$ cat src/rtl/wb_arb_pkg.sv
// rtl/wb_arb_pkg.sv - shared state encoding and cti constants for wb_port_arbiter
package wb_arb_pkg;

  typedef enum logic [1:0] {
    IDLE = 2'd0,
    BUSY = 2'd1,
    GAP  = 2'd2
  } arb_state_e;

  localparam logic [2:0] CLASSIC = 3'b000;
  localparam logic [2:0] CONST   = 3'b001;
  localparam logic [2:0] INCR    = 3'b010;
  localparam logic [2:0] EOB     = 3'b111;

endpackage

$ cat src/rtl/wb_arb_rr_pick.sv
// rtl/wb_arb_rr_pick.sv - rotating priority encoder, searches upward from last+1
module wb_arb_rr_pick #(
  parameter int N  = 3,
  parameter int LW = $clog2(N)
) (
  input  logic [N-1:0]  req,
  input  logic [LW-1:0] last,
  output logic [N-1:0]  grant
);

  logic          found;
  logic [LW-1:0] idx;

  always_comb begin
    grant = '0;
    found = 1'b0;
    idx   = '0;
    for (int k = 1; k <= N; k++) begin
      idx = LW'((int'(last) + k) % N);
      if (!found && req[idx]) begin
        grant[idx] = 1'b1;
        found      = 1'b1;
      end
    end
  end

endmodule

$ cat src/rtl/wb_port_arbiter.sv
// rtl/wb_port_arbiter.sv - round-robin Wishbone port arbiter with one idle cycle between grants
// Optional stall watchdog enabled by WB_ARB_TIMEOUT_EN.
module wb_port_arbiter
  import wb_arb_pkg::*;
#(
  parameter int NR_PORTS = 3,
  parameter int AW       = 30,
  parameter int DW       = 32,
  parameter int TIMEOUT  = 255
) (
  input  logic                     wb_clk,
  input  logic                     wb_rst,
  input  logic [NR_PORTS-1:0]      wbs_cyc_i,
  input  logic [NR_PORTS-1:0]      wbs_stb_i,
  input  logic [NR_PORTS-1:0]      wbs_we_i,
  input  logic [NR_PORTS*AW-1:0]   wbs_adr_i,
  input  logic [NR_PORTS*DW-1:0]   wbs_dat_i,
  input  logic [NR_PORTS*DW/8-1:0] wbs_sel_i,
  input  logic [NR_PORTS*3-1:0]    wbs_cti_i,
  input  logic [NR_PORTS*2-1:0]    wbs_bte_i,
  output logic [DW-1:0]            wbs_dat_o,
  output logic [NR_PORTS-1:0]      wbs_ack_o,
  output logic [NR_PORTS-1:0]      wbs_err_o,
  output logic                     wbm_cyc_o,
  output logic                     wbm_stb_o,
  output logic                     wbm_we_o,
  output logic [AW-1:0]            wbm_adr_o,
  output logic [DW-1:0]            wbm_dat_o,
  output logic [DW/8-1:0]          wbm_sel_o,
  output logic [2:0]               wbm_cti_o,
  output logic [1:0]               wbm_bte_o,
  input  logic [DW-1:0]            wbm_dat_i,
  input  logic                     wbm_ack_i,
  output logic [NR_PORTS-1:0]      grant_o
);

  localparam int LW = $clog2(NR_PORTS);
  localparam int SW = DW / 8;

  arb_state_e          state_q, state_d;
  logic [NR_PORTS-1:0] grant_d, pick;
  logic [LW-1:0]       last_q, last_d, pick_idx;
  logic                release_req, timeout_hit;

  wb_arb_rr_pick #(.N(NR_PORTS), .LW(LW)) u_pick (
    .req   (wbs_cyc_i),
    .last  (last_q),
    .grant (pick)
  );

  always_comb begin
    pick_idx = '0;
    for (int i = 0; i < NR_PORTS; i++)
      if (pick[i]) pick_idx = LW'(i);
  end

  assign release_req = ~|(wbs_cyc_i & grant_o);

`ifdef WB_ARB_TIMEOUT_EN
  localparam int CW = $clog2(TIMEOUT + 1);
  logic [CW-1:0] cnt_q;
  logic          stall;

  assign stall       = (state_q == BUSY) && wbm_stb_o && !wbm_ack_i;
  assign timeout_hit = stall && (cnt_q == CW'(TIMEOUT - 1));
  assign wbs_err_o   = grant_o & {NR_PORTS{timeout_hit}};

  // A new grant is loaded whenever a decision state sees any cyc.
  always_ff @(posedge wb_clk or posedge wb_rst) begin
    if (wb_rst)
      cnt_q <= '0;
    else if (((state_q != BUSY) && |wbs_cyc_i) || wbm_ack_i)
      cnt_q <= '0;
    else if (stall)
      cnt_q <= cnt_q + 1'b1;
  end
`else
  assign timeout_hit = 1'b0;
  assign wbs_err_o   = '0;
`endif

  always_comb begin
    state_d = state_q;
    grant_d = grant_o;
    last_d  = last_q;
    case (state_q)
      IDLE, GAP: begin
        if (|wbs_cyc_i) begin
          grant_d = pick;
          last_d  = pick_idx;
          state_d = BUSY;
        end else begin
          grant_d = '0;
          state_d = IDLE;
        end
      end
      BUSY: begin
        if (release_req || timeout_hit) begin
          grant_d = '0;
          state_d = GAP;
        end
      end
      default: begin
        grant_d = '0;
        state_d = IDLE;
      end
    endcase
  end

  always_ff @(posedge wb_clk or posedge wb_rst) begin
    if (wb_rst) begin
      state_q <= IDLE;
      grant_o <= '0;
      last_q  <= LW'(NR_PORTS - 1);
    end else begin
      state_q <= state_d;
      grant_o <= grant_d;
      last_q  <= last_d;
    end
  end

  // AND-OR mux keeps every wbm_* output at zero while nothing is granted.
  always_comb begin
    wbm_cyc_o = 1'b0;
    wbm_stb_o = 1'b0;
    wbm_we_o  = 1'b0;
    wbm_adr_o = '0;
    wbm_dat_o = '0;
    wbm_sel_o = '0;
    wbm_cti_o = '0;
    wbm_bte_o = '0;
    for (int i = 0; i < NR_PORTS; i++) begin
      wbm_cyc_o = wbm_cyc_o | (wbs_cyc_i[i] & grant_o[i]);
      wbm_stb_o = wbm_stb_o | (wbs_stb_i[i] & grant_o[i]);
      wbm_we_o  = wbm_we_o  | (wbs_we_i[i]  & grant_o[i]);
      wbm_adr_o = wbm_adr_o | (wbs_adr_i[i*AW +: AW] & {AW{grant_o[i]}});
      wbm_dat_o = wbm_dat_o | (wbs_dat_i[i*DW +: DW] & {DW{grant_o[i]}});
      wbm_sel_o = wbm_sel_o | (wbs_sel_i[i*SW +: SW] & {SW{grant_o[i]}});
      wbm_cti_o = wbm_cti_o | (wbs_cti_i[i*3 +: 3]   & {3{grant_o[i]}});
      wbm_bte_o = wbm_bte_o | (wbs_bte_i[i*2 +: 2]   & {2{grant_o[i]}});
    end
  end

  assign wbs_ack_o = {NR_PORTS{wbm_ack_i}} & grant_o;
  assign wbs_dat_o = wbm_dat_i;

endmodule

$ cat config.mk
export PLATFORM = sky130hd
export DESIGN_NAME = wb_port_arbiter
export DESIGN_NICKNAME = d
export VERILOG_FILES = /design/src/rtl/wb_arb_pkg.sv /design/src/rtl/wb_arb_rr_pick.sv /design/src/rtl/wb_port_arbiter.sv
export SDC_FILE = /design/constraint.sdc
export NUM_CORES = 1
export LEC_CHECK = 0
export CAP_MARGIN = 20
export CORE_AREA = 2 2 145 147
export DETAILED_ROUTE_END_ITERATION = 8
export DIE_AREA = 0 0 147 149
export PLACE_DENSITY = 0.48
export SETUP_SLACK_MARGIN = 0.4
export SLEW_MARGIN = 40
export SYNTH_ARGS = -nofsm -noshare
export SYNTH_HDL_FRONTEND = slang
export SYNTH_SLANG_ARGS = --single-unit
$ cat constraint.sdc
create_clock -name wb_clk -period 4.3 [get_ports wb_clk]
set_input_delay 0.645 -clock wb_clk [delete_from_list [all_inputs] [get_ports wb_clk]]
set_output_delay 0.645 -clock wb_clk [all_outputs]
set_load 0.05 [all_outputs]
# == Yosys cells after proc, flatten, opt, wreduce, memory -nomap -nowiden ==
# Cells that the tools add are included.
# W data, S select, Z words.
# classes
addsub,3
n_div,3
order_cmp,6
eq_ne,3
muxes,25
bitwise,44
n_reduce_logical,12
# ops
op,n
$and A32 B32 Y32,3
$mod A32 B3 Y32 const B,3
$and A30 B30 Y30,3
$or A32 B32 Y32,2
$or A30 B30 Y30,2
$and A3 B3 Y3,5
$mux W3,5
$and A4 B4 Y4,3
$or A3 B3 Y3,4
$mux W1,10
$and A1 B1 Y1,9
$lt A2 B3 Y1 const B,3
$or A4 B4 Y4,2
$add A2 B2 Y3 const B,2
$and A2 B2 Y2,3
$bmux W1 S2,3
$demux W1 S2,3
$ge A2 B1 Y1 const B,3
$or A1 B1 Y1,6
$pmux W3 S2,1
$reduce_or A3 Y1,2
$logic_and A1 B1 Y1,5
$mux W2,2
$or A2 B2 Y2,2
9 further kinds,10
# word_totals
register_bits,7
in_bits,257
output_inout_bits,115
word_cells,99

# == Depth between registers and ports, before layout ==
# Gate-level depths: netlist of run 1.
# logic_depth
ltp_word,13
depth_mapped,7

# == Hierarchy ==
# From an unflattened synthesis of run 1, not the netlist that was laid out.
# unflattened
cells_unflattened,264
hier_area_um2,1913.1
# modules_own_cells
mod,instances,cells_each,area_each_um2,seq_area_each_um2
wb_port_arbiter,1,232,1685.4,176.4
wb_arb_rr_pick,1,32,227.7,0.0

# == Worst setup path after synthesis of run 1 ==
# No wires, ideal clock.
# synth_path
path_type,register to output
start,reg grant_o[1]
end,out wbs_ack_o[1]
arrival_time_ns,1.722
path_slack_ns,1.933
stages_incl_launch_ff,4
path_buffers,2
path_cell_list,dfrtp_1 > clkbuf_1 > buf_1 > and2_1
# synth_via
elab_chain_len,1
# synth_lines
item,line_no,text
from (decl),wb_port_arbiter.sv:34,output logic [NR_PORTS-1:0] grant_o
from (signal assigned),wb_port_arbiter.sv:117,grant_o <= grant_d;
$and A3 B3 Y3,wb_port_arbiter.sv:144,assign wbs_ack_o = {NR_PORTS{wbm_ack_i}} & grant_o;
to (decl),wb_port_arbiter.sv:22,"output logic [NR_PORTS-1:0] wbs_ack_o,"
# No other way between the ends.

# == Worst setup path in the final report of run 1 ==
# layout_path
start,in wbs_cyc_i[1]
end,out wbm_cyc_o
# layout_via
elab_chain_len,3
# layout_lines
item,line_no,text
from (decl),wb_port_arbiter.sv:13,"input logic [NR_PORTS-1:0] wbs_cyc_i,"
$and A1 B1 Y1,wb_port_arbiter.sv:133,wbm_cyc_o = wbm_cyc_o | (wbs_cyc_i[i] & grant_o[i]);
$or A1 B1 Y1 (2 in a row),wb_port_arbiter.sv:133,
to (decl),wb_port_arbiter.sv:24,"output logic wbm_cyc_o,"
# No other way between the ends.

==> metrics.md, run 1 <==
| Metric | Value |
|---|---|
| Setup crit start | `wbs_cyc_i[1]` |
| Synth top cells by count | `inv_1 (79), a222oi_1 (74), buf_4 (35)` |
| DR iter-0 viols | `407` |
| Post-route insts no fill | `797` |
| CTS Buffer Depth | `2` |
| Switching portion of total power | `61.1%` |
| CTS tree | `yes` |
| Slew of the pin with the lowest slew margin | `0.731 ns` |
| CTS H-tree depth | `1` |
| Yosys cell types | `33` |
| Hold buffers post-CTS | `0` |
| Largest net degree at the start of global routing | `50` |
| Routed wire length | `12.5 mm` |
| Leading area contributor after synthesis | `a222oi_1` |
| Clk root buf | `clkbuf_16` |
| PwrDens | `714 nW/um^2` |
| #FFs+latches synth | `7` |
| Dpl hpwl | `10.1 mm` |
| Drt first pass iters | `8` |
| Leak pwr | `0.00224 uW` |
| Hold Path Stages | `2` |
| Worst Hold Endpoint | `last_q[1]$_DFFE_PP1P_` |
| Seq pwr share | `6.9%` |
| First-pass GRT wire length | `17.5 mm` |
| Antenna violations before repair | `1` |
| Setup slack, reg-to-reg | `2.33 ns` |
| Int Pwr | `1410 uW` |
| Max Slew Vio Count | `0` |
| Die Y-Extent | `149 um` |
| Post-DRT Antenna Nets | `0` |
| CTS clk-pin slew, worst paths | `0.03 ns` |
| Gr busiest metal | `met2` |
| Max FO, Critical Path | `9` |
| RR Endpoint | `last_q[0]$_DFFE_PP0P_` |
| Number of global-route vias before repair | `3243` |
| Setup Viol. Count Final | `0` |
| Initial core utilization | `9.37%` |
| Core outline area | `20600 um^2` |
| Gr ovfl total | `0` |
| PortBufs | `304` |
| Area grow syn2layout | `164%` |
| Num CTS Buffers | `3` |
| Post-Route Skew | `0.000298 ns` |
| Io pins | `372` |
| Ys flop type | `dfrtp_1` |
| Cell with the most instances after synthesis | `inv_1` |
| Diode count | `0` |
| Slew headroom | `51.2%` |
| Via count | `3325` |
| Setup_tns | `0 ns` |
| Net load switching power | `2210 uW` |
| Crit path time final | `3.31 ns` |
| # placed instances | `793` |
| RePlAce Congestion | `0.804` |
| GRT met3 Usage | `2.72%` |
| Worst hold-check path type | `reg2reg` |
| Outcome | `complete, no violations` |
| HP Start | `last_q[1]$_DFFE_PP1P_` |
| Critical Path AT | `2.66 ns` |
| Worst vdd ir | `0.000397 V` |
| Data required, critical path | `3.65 ns` |
| Type of origin of the critical path | `input port` |
| Die W | `147 um` |
| Global-route usage over all layers | `9.90%` |
| Combinational Power Share | `88.8%` |
| Tcrit/Tclk final | `76.9%` |
| WS Path Type | `in2out` |
| Postcts setup bufs | `0` |
| Max cap viols | `0` |
| F_max | `0.302 GHz` |
| Share of the synthesized area in the top cell type | `38.4%` |
| M2 GR Usage | `19.3%` |
| Clk Latency, worst-skew pair | `0.23 ns` |
| Post-synth EDFFs | `0` |
| RSZ-0062 raised after global routing | `false` |
| Global-route met1 utilization | `10.4%` |
| Ys async rst share | `100%` |
| Mapped Area | `1930 um^2` |
| Share of cells above drive strength 1 | `2.11%` |
| Critical Path Sink Type | `output pin` |
| Clock Sinks | `7` |
| Syn_area_per_cell | `7.11 um^2` |
| Via density | `4.17` |
| Worst r2r path cells | `6` |
| Synthesized instance count | `271` |
| # nets final | `784` |
| Clock share of power | `4.3%` |
| Top post-synthesis cells by area | `a222oi_1 (38%), inv_1 (15%), buf_4 (14%)` |
| Seq/Total Area, Yosys | `9.16%` |
| Die ar. | `21900 um^2` |
| Crit Reg-Reg Startpoint | `last_q[0]$_DFFE_PP0P_` |
| DRC | `0` |
| Final hold violation count | `0` |
| Yosys warning count | `0` |
| Cts repair resizes | `0` |
| WL/cell | `15.7 um` |
| Num rows | `53` |
-- worst max path at each step --
stage,endpoint,cells past startpoint,slack (ns)
floorplan,wbs_ack_o[1],3,1.93
global placement,wbm_cyc_o,4,1.02
detailed placement,wbm_cyc_o,4,1.03
CTS,wbm_cyc_o,4,1.02
global route,wbm_cyc_o,4,0.91
finish,wbm_cyc_o,4,0.99
-- cells in the final DEF, fill, tap and decap left out, drive strengths merged --
cell type,count
o41a,1
a2bb2oi,1
nand2b,4
a21boi,1
inv,79
clkbuf,4
nor2,3
nand3b,1
o2bb2ai,1
nor3,2
a222oi,74
o21bai,2
nor3b,1
and2,3
or3,1
mux2i,3
a32oi,2
o21ai,4
o21ba,1
or2,1
o31ai,1
dfstp,1
clkdlybuf4s50,304
dfrtp,6
a31oi,2
nand2,7
o22ai,2
ha,4
buf,3
conb,3
-- kinds of logic after synthesis --
logic type	count (synthesis)	share of synthesized area [%]
multiplexers	3	1.56
adder cells (fa/ha/maj)	4	2.60
flip-flops	7	9.16
AND/OR/NAND/NOR	23	6.17
AO/OA/AOI/OAI	92	45.6
other	1	0.195
buffers and inverters	141	34.7
-- power groups by stage --
| stage | combinational (uW) | sequential (uW) | clock (uW) |
|---|---|---|---|
| 2_1_floorplan | 2240 | 155 | 0 |
| 3_3_place_gp | 3220 | 248 | 0 |
| 3_5_place_dp | 3230 | 254 | 0 |
| 4_1_cts | 3240 | 253 | 158 |
| 5_1_grt | 3380 | 267 | 163 |
| 6_report | 3220 | 250 | 156 |
-- metal layers --
layer  vias to the layer above  wire length, um  part of all wire [%]
li1                       1509                -                     -
met1                      1552             4280                    34
met2                       239             6550                    53
met3                        23             1380                    11
met4                         2              254                   2.0
met5                         -               13                  0.10
-- sequential cells by signal, summed over array words and instances (netlist names) --
name / count
grant_o: 3
last_q: 2
state_q: 2
-- cell type report --
cell class	count	area, um^2
flip-flops and latches	7	183
fillers	2186	15500
inverters	79	297
multi-input cells	125	1090
repair buffers	307	3090
well taps	275	344
clock buffers	4	78.8
-- worst max-delay path, cell delays in order --
cell and delay, ns:
clkdlybuf4s50_1 0.57, a222oi_1 0.58, inv_1 0.11, clkdlybuf4s50_1 0.75
-- through the flow --
stage	cell area [um^2]	setup slack (ns)	util, %	hold WS [ns]	power [uW]
2_1_floorplan	1930	1.93	-	0.448	2390
3_3_place_gp	5000	1.02	24.3	0.479	3460
3_5_place_dp	5000	1.03	24.3	0.483	3480
4_1_cts	5080	1.02	24.7	0.512	3650
5_1_grt	5080	0.907	24.7	0.535	3810
6_report	5080	0.994	24.7	0.509	3630
Power figures use the tool's default switching activity.
==> run 2, diff against run 1 <==
Settings changed: CORE_AREA 2 2 145 147 to 2 2 143 145, DIE_AREA 0 0 147 149 to 0 0 145 147, PLACE_DENSITY 0.48 to 0.51.
Clock period 4.3 ns to 2.7 ns, I/O delays scaled along.
==> run 2 against run 1 <==
Global-route usage is 1.0 points higher. Highest routed layer is now met4. Sequential power is 6% lower. Routed wire length is 1.9% higher. Total power is 57% higher. Die area is 2.7% lower. Utilization is 0.35 points higher. Critical path depth stayed put. Largest cell class unchanged. Flip-flop and latch count stayed put. First-iteration DRC count is 16% lower. Sequential share of layout area is 0.13 points higher.
==> metrics.md, run 2 (synthesized netlist as in run 1, its figures left out) <==
| Metric | Value |
|---|---|
| Outcome | `complete, no violations` |
| Slew headroom | `63.2%` |
| Most frequent cells in the layout | `clkdlybuf4s50_1 (227), buf_4 (82), inv_1 (79)` |
| Leak pwr | `0.00241 uW` |
| CTS H-tree depth | `1` |
| Critical Path Sink Type | `output pin` |
| Max FO, Critical Path | `40` |
| CTS tree | `yes` |
| First-pass GRT wire length | `18.4 mm` |
| DR iter-0 viols | `343` |
| Seq pwr share | `4.1%` |
| Type of origin of the critical path | `flop` |
| Critical Path AT | `1.77 ns` |
| Most common cell after layout, fill and taps aside | `clkdlybuf4s50_1` |
| Io pins | `372` |
| F_max | `0.460 GHz` |
| RePlAce Congestion | `0.791` |
| Reg area | `185 um^2` |
| Initial core utilization | `9.71%` |
| Die Y-Extent | `147 um` |
| WS Path Type | `reg2out` |
| Slew of the pin with the lowest slew margin | `0.550 ns` |
| Multi-input gate area | `1090 um^2` |
| Worst r2r path cells | `6` |
| Die W | `145 um` |
| Worst hold-check path type | `in2async` |
| Share of cells above drive strength 1 | `18.0%` |
| Clk Latency, worst-skew pair | `0.23 ns` |
| Global-route usage over all layers | `10.9%` |
| Clock share of power | `4.4%` |
| Switching portion of total power | `62.5%` |
| Combinational Power Share | `91.4%` |
| Via count | `3312` |
| Largest regs | `grant_o x3, last_q x2, state_q x2` |
| Setup_tns | `0 ns` |
| Largest register FFs | `3` |
| Num CTS Buffers | `3` |
| PwrDens | `1150 nW/um^2` |
| Max cap viols | `0` |
| Routed wire length | `12.7 mm` |
| Post-Route Skew | `0.00261 ns` |
| WHS | `0.432 ns` |
| Setup Viol. Count Final | `0` |
| Clock Sinks | `7` |
| Setup WS pre-CTS | `0.623 ns` |
| WL/cell | `15.9 um` |
| Via density | `4.15` |
| Crit path time final | `2.17 ns` |
| Max Slew Vio Count | `0` |
| Tcrit/Tclk final | `80.4%` |
| Diode count | `0` |
| Largest net degree at the start of global routing | `44` |
| Area grow syn2layout | `158%` |
| CTS Buffer Depth | `2` |
| DRC | `0` |
| Number of global-route vias before repair | `3290` |
| Fill count | `2173` |
| Dpl hpwl | `10.4 mm` |
| PortBufs | `304` |
| Die ar. | `21300 um^2` |
| Post-DRT Antenna Nets | `0` |
| Drt first pass iters | `8` |
| Int Pwr | `2140 uW` |
| Net load switching power | `3560 uW` |
| Clk root buf | `clkbuf_16` |
| Core outline area | `19800 um^2` |
| CTS clk-pin slew, worst paths | `0.04 ns` |
| Antenna violations before repair | `0` |
| Register with the most flip-flops | `grant_o` |
| Worst Slack Setup Final | `0.528 ns` |
| Setup slack, reg-to-reg | `0.75 ns` |
| Data required, critical path | `2.30 ns` |
| RSZ-0062 raised after global routing | `false` |
| Final hold violation count | `0` |
| Worst vdd ir | `0.000564 V` |
| Gr ovfl total | `0` |
| Num rows | `52` |
| Total power | `5700 uW` |
| # nets final | `791` |
==> run 2: cell types whose count changed in the layout (fill, tap and decap cells not counted), sizes merged <==
| cell | delta |
|---|---|
| buf | +84 |
| clkdlybuf4s50 | -77 |
==> run 2: layout make-up <==
type                       instances  area share (%)
tap                              270            6.79
clock buffer                       4            1.58
multi-input combinational        125            21.9
timing repair buffer             314            60.1
inverter                          79            5.96
sequential                         7            3.72
==> run 2: metrics by stage <==
step	utilization, %	instance area [um^2]	cells
after global routing	25.1	4970	799
after global placement	24.6	4880	793
after floorplan	-	1930	273
final	25.1	4970	799
after detailed placement	24.6	4880	793
after CTS	25.0	4950	797
==> run 2: critical path: stages, from the launching register on <==
cell and delay, ns:
dfrtp_4 0.54, buf_12 0.20, a222oi_1 0.49, inv_1 0.08, buf_4 0.20
==> run 2: final timing paths <==
path                                        start               endpoint
setup reg to reg            last_q[0]$_DFFE_PP0P_  last_q[0]$_DFFE_PP0P_
hold reg to reg             last_q[1]$_DFFE_PP1P_  last_q[1]$_DFFE_PP1P_
hold / removal                             wb_rst  last_q[0]$_DFFE_PP0P_
min in group wb_clk         last_q[1]$_DFFE_PP1P_  last_q[1]$_DFFE_PP1P_
max in group asynchronous                  wb_rst  last_q[1]$_DFFE_PP1P_
setup / recovery           grant_o[0]$_DFFE_PP0P_          wbm_adr_o[21]
==> run 2: timing repair <==
item                                    4_1_cts  5_1_grt
endpoints found under the setup margin        0        2
gates resized for setup                       0        2
setup buffers                                 0        2
hold buffers                                  0        0
==> run 2: power by group through the flow <==
stage	Clock (uW)	Sequential, uW	Combinational (uW)
after floorplan	0	247	3570
after global placement	0	282	5210
after detailed placement	0	282	5180
after CTS	256	282	5190
after global routing	262	244	5490
final	253	236	5210
==> run 2: metal layers <==
metal,global-route usage [%],routed length [um]
met4,3.42,344
met5,0,0
met1,12.3,4590
met2,19.2,6240
met3,4.29,1540
==> RTL edit 1 (flow settings as in run 2) <==
The parameter `NR_PORTS` goes from 3 to 2.
--- a/src/rtl/wb_port_arbiter.sv
+++ b/src/rtl/wb_port_arbiter.sv
@@ -4,5 +4,5 @@
   import wb_arb_pkg::*;
 #(
-  parameter int NR_PORTS = 3,
+  parameter int NR_PORTS = 2,
   parameter int AW       = 30,
   parameter int DW       = 32,
Interface: changed (11 resized); port bits go from 372 to 295. No check against the original RTL was run, so the function may have changed too.
==> RTL edit 1 against run 2 <==
Sequential share of layout area grew 0.14 points. Critical path depth shrank 3. First-iteration DRC count shrank 90%. Total power shrank 45%. Setup slack lost 0.011 ns. Sequential cell count shrank 2. Clock power shrank 4%. Wire length shrank 36%. Area after synthesis shrank 34%. Core utilization shrank 7.6 points. Design area shrank 30%.
==> RTL edit 1: results (changes against run 2) <==
drt:
  first_pass_iters: 4  # was 8
  met1Wirelength_mm: 3.29  # was 4.59 mm
  drt_iter0_markers: 35  # was 343
  met3_length_um: 444  # was 1.54 mm
  vias: 1908  # was 3312
  wl_met2_mm: 4.37  # was 6.24 mm
  avgViaCountPerCell: 3.18  # was 4.15
finish:
  nMultiInputCombCells: 90  # was 125
  multi_input_area_um2: 759  # was 1090 um^2
  dominant_cells: "non-clock buffers"  # unchanged
  drive_above_1_share_pct: 16.7  # was 18.0%
  n_fill_cell: 2240  # was 2173
  non_clock_inverter_count: 1  # was 79
  top_regs: "grant_o: 2 flops, state_q: 2 flops, last_q: 1 flops"  # was grant_o: 3 flops, last_q: 2 flops, state_q: 2 flops
  nNonClkBuffers: 230  # was 314
  clk_share_pct: 2.27  # was 1.58%
  final_core_util_pct: 17.5  # was 25.1%
  nets: 514  # was 791
  seq_area_um2: 134  # was 185 um^2
yosys:
  ys_seq_area_share_pct: 9.95  # was 9.16%
  synth_mux_area_share_pct: 0  # was 1.56%
  synth_adder_area_share_pct: 0  # was 2.60%
  synth_cell_types: 18  # was 33
  syn_inst: 145  # was 271
  synthTopCellsByArea: "a22o_1, buf_4, dfrtp_1"  # was a222oi_1, inv_1, buf_4
  synth_commonest_cells: "a22o_1, buf_4, buf_6"  # was inv_1, a222oi_1, buf_4
outcome:
  outcome: "finished clean"  # unchanged
placement:
  io_buffers: 228  # was 304
  post-place-ws_ns: 0.431  # was 0.623 ns
  placed_cells: 596  # was 793
  dp_hpwl_mm: 6.98  # was 10.4 mm
  gp_congestion: 0.883  # was 0.791
  dpl_cell_area_um2: 3410  # was 4880 um^2
worst_setup_path:
  path_delay_family: "buffers and inverters"  # was flip-flops
  slowest_stage: "clkdlybuf4s50_1"  # was dfrtp_4
  worstPathMaxFanout: 34  # was 40
power:
  irDropWorstVdd_mv: 0.457  # was 0.564 mV
  swShare_pct: 61.4  # was 62.5%
global_routing:
  grtUsageMet1_pct: 8.42  # was 12.3%
  grtUsageTotal_pct: 7.01  # was 10.9%
  grt_pass1_wl_mm: 12.0  # was 18.4 mm
  first_global_vias: 2032  # was 3290
  met3_usage_pct: 1.37  # was 4.29%
  grt_max_degree: 46  # was 44
sta:
  relSlewSlack_pct: 65.7  # was 63.2%
RTL edit 1: power groups by stage:
| stage | Sequential, mW | Clock (mW) | Combinational [mW] |
|---|---|---|---|
| after detailed placement | 0.237 | 0 | 2.77 |
| after CTS | 0.245 | 0.248 | 2.68 |
| final | 0.241 | 0.243 | 2.66 |
| after global placement | 0.230 | 0 | 2.77 |
| after global routing | 0.258 | 0.254 | 2.77 |
| after floorplan | 0.170 | 0 | 2.07 |
RTL edit 1: timing repair:
action                                  4_1_cts  5_1_grt
endpoints found under the setup margin       77       28
resized for setup                            33        1
hold buffers                                  0        0
RTL edit 1: path summary, 6_finish.rpt:
kind                                 start         end  slack [ns]  depth (start not counted)
worst max-delay path            grant_o[0]  grant_o[0]        0.52                          1
worst min-delay path                wb_rst  grant_o[1]        0.39                          2
worst max register to register  grant_o[0]  grant_o[0]        1.36                          2
worst min register to register  state_q[0]  state_q[0]        0.52                          1
max in group asynchronous           wb_rst      last_q        2.07                          2
min in group wb_clk             state_q[0]  state_q[0]        0.52                          1
==> RTL edit 2 (settings of run 2) <==
Made on the original files. Encoding of `arb_state_e`: now one-hot (3 bits for 3 states).
--- a/src/rtl/wb_arb_pkg.sv
+++ b/src/rtl/wb_arb_pkg.sv
@@ -2,8 +2,8 @@
 package wb_arb_pkg;
 
-  typedef enum logic [1:0] {
-    IDLE = 2'd0,
-    BUSY = 2'd1,
-    GAP  = 2'd2
+  typedef enum logic [2:0] {
+    IDLE = 3'b001,
+    BUSY = 3'b010,
+    GAP  = 3'b100
   } arb_state_e;
 
Check against the original RTL: no difference found for any inputs over 4 cycles, from zero or initial values and one cycle with wb_rst high; so few cycles prove little.
==> RTL edit 2 against run 2 <==
Clock power is essentially flat. Register-to-register slack lost 0.21 ns. Wire length grew 7.7%. Die area is the same. Design area grew 1.5%. Total power grew 3.9%. Sequential cell count grew 1. Area after synthesis grew 2.7%. First-iteration DRC count shrank 11%. Setup slack lost 0.044 ns.
==> RTL edit 2: results (changes against run 2) <==
global_routing:
  grt_pass1_wl_mm: 19.9  # was 18.4 mm
  first_global_vias: 3334  # was 3290
  grt_overflow_total: 0  # unchanged
  antenna_found_initial: 0  # unchanged
  met3_usage_pct: 4.29  # unchanged
  grt_max_degree: 51  # was 44
  grtUsageMet2_pct: 20.4  # was 19.2%
  grtUsageMet1_pct: 13.8  # was 12.3%
  grtUsageTotal_pct: 11.6  # was 10.9%
cts:
  clk_path_buf_depth: 2  # unchanged
  numCtsBuffers: 3  # unchanged
  cts_sinks: 8  # was 7
  clk_pin_slew_ns: 0.04  # about the same
  htreeDepth: 1  # unchanged
  clk_latency_ns: 0.23  # about the same
  root_buffer: "clkbuf_16"  # unchanged
placement:
  gp_congestion: 0.734  # was 0.791
  io_buffers: 304  # unchanged
  dp_hpwl_mm: 10.7  # was 10.4 mm
drt:
  drt_iter0_markers: 305  # was 343
  avgViaCountPerCell: 4.07  # was 4.15
  wl_met2_mm: 6.78  # was 6.24 mm
  met3_length_mm: 1.49  # was 1.54 mm
  met1Wirelength_mm: 5.31  # was 4.59 mm
  wirelength_mm: 13.7  # was 12.7 mm
  first_pass_iters: 7  # was 8
finish:
  seq_area_um2: 214  # was 185 um^2
  multi_input_area_share_pct: 22.0  # was 21.9%
  non_clock_inverter_count: 82  # was 79
  nNonClkBuffers: 318  # was 314
  antenna_cells: 0  # unchanged
  num-clock-buffers: 4  # unchanged
  clk_share_pct: 1.56  # was 1.58%
  n_fill_cell: 2170  # was 2173
  nets: 800  # was 791
  nMultiInputCombCells: 126  # was 125
  buf_share_pct: 59.4  # was 60.1%
  top_regs: "grant_o: 3 flops, state_q: 3 flops, last_q: 2 flops"  # was grant_o: 3 flops, last_q: 2 flops, state_q: 2 flops
  drive_above_1_share_pct: 17.7  # was 18.0%
sta:
  fin_worst_skew_ns: 0.00287  # was 0.00261 ns
worst_setup_path:
  worstPathMaxFanout: 50  # was 40
  reg2reg_from: "last_q[0]"  # unchanged
  rrSetupSlack_ns: 0.54  # was 0.75 ns
  r2r_end: "last_q[0]"  # unchanged
  crit_path_end: "wbm_sel_o[3]"  # was wbm_adr_o[21]
  crit_start: "grant_o[1]"  # was grant_o[0]
  cp_data_arrival_time_ns: 1.81  # was 1.77 ns
flow_run:
  drv_cap: 0  # unchanged
yosys:
  ys_seq_area_share_pct: 10.2  # was 9.16%
  synth_commonest_cells: "inv_1, a222oi_1, buf_4"  # unchanged
  synthTopCellsByArea: "a222oi_1, inv_1, buf_4"  # unchanged
  synth_cell_types: 36  # was 33
  ys.warnings.count: 0  # unchanged
  synthArstFlopShare_pct: 100  # unchanged
worst_hold_path:
  hold_path_class: "primary input to async pin"  # unchanged
outcome:
  outcome: "finished clean"  # unchanged
power:
  irDropWorstVdd_mv: 0.389  # was 0.564 mV
  power_leakage_nw: 2.50  # was 2.41 nW
[RTL edit 2: through the flow]
stage,cell area (um^2),utilization [%],hold WS [ns],setup slack [ns],std cells
3_3_place_gp,4920,24.8,0.502,0.322,798
4_1_cts,5000,25.2,0.429,0.376,803
2_1_floorplan,1990,-,0.219,0.575,278
6_report,5050,25.5,0.419,0.484,808
3_5_place_dp,4920,24.8,0.516,0.335,798
5_1_grt,5050,25.5,0.470,0.352,808
[RTL edit 2: worst min-delay path by stage]
stage,startpoint,endpoint,slack (ns)
after global placement,last_q[1],last_q[1],0.50
after CTS,wb_rst,grant_o[2],0.43
after floorplan,wb_rst,grant_o[0],0.22
final,wb_rst,grant_o[2],0.42
after global routing,wb_rst,grant_o[2],0.47
after detailed placement,last_q[1],last_q[1],0.52
[RTL edit 2: power breakdown]
part,switching (mW),internal (mW)
Clock,0.0556,0.196
Sequential,0.0748,0.192
Combinational,3.59,1.82
[RTL edit 2: critical path, stage by stage (launching register included)]
cell	delay (ns)
dfrtp_4	0.58
buf_12	0.21
a222oi_1	0.44
inv_1	0.08
buf_4	0.20
[RTL edit 2: cell families after synthesis]
| family | Yosys count | synth area share (%) |
|---|---|---|
| xor+xnor | 1 | 0.443 |
| buf+inv | 144 | 34.1 |
| mux | 4 | 2.09 |
| simple gates | 20 | 5.57 |
| compound gates | 94 | 44.8 |
| fa+ha+maj | 4 | 2.53 |
| other cells | 1 | 0.190 |
| flops | 8 | 10.2 |
[RTL edit 2: timing repair]
item                       in CTS  in global routing
pin swaps                       2                  2
buffers inserted                1                  5
hold endpoints to repair        0                  0
resized for setup              11                  2
setup endpoints to repair      35                 11
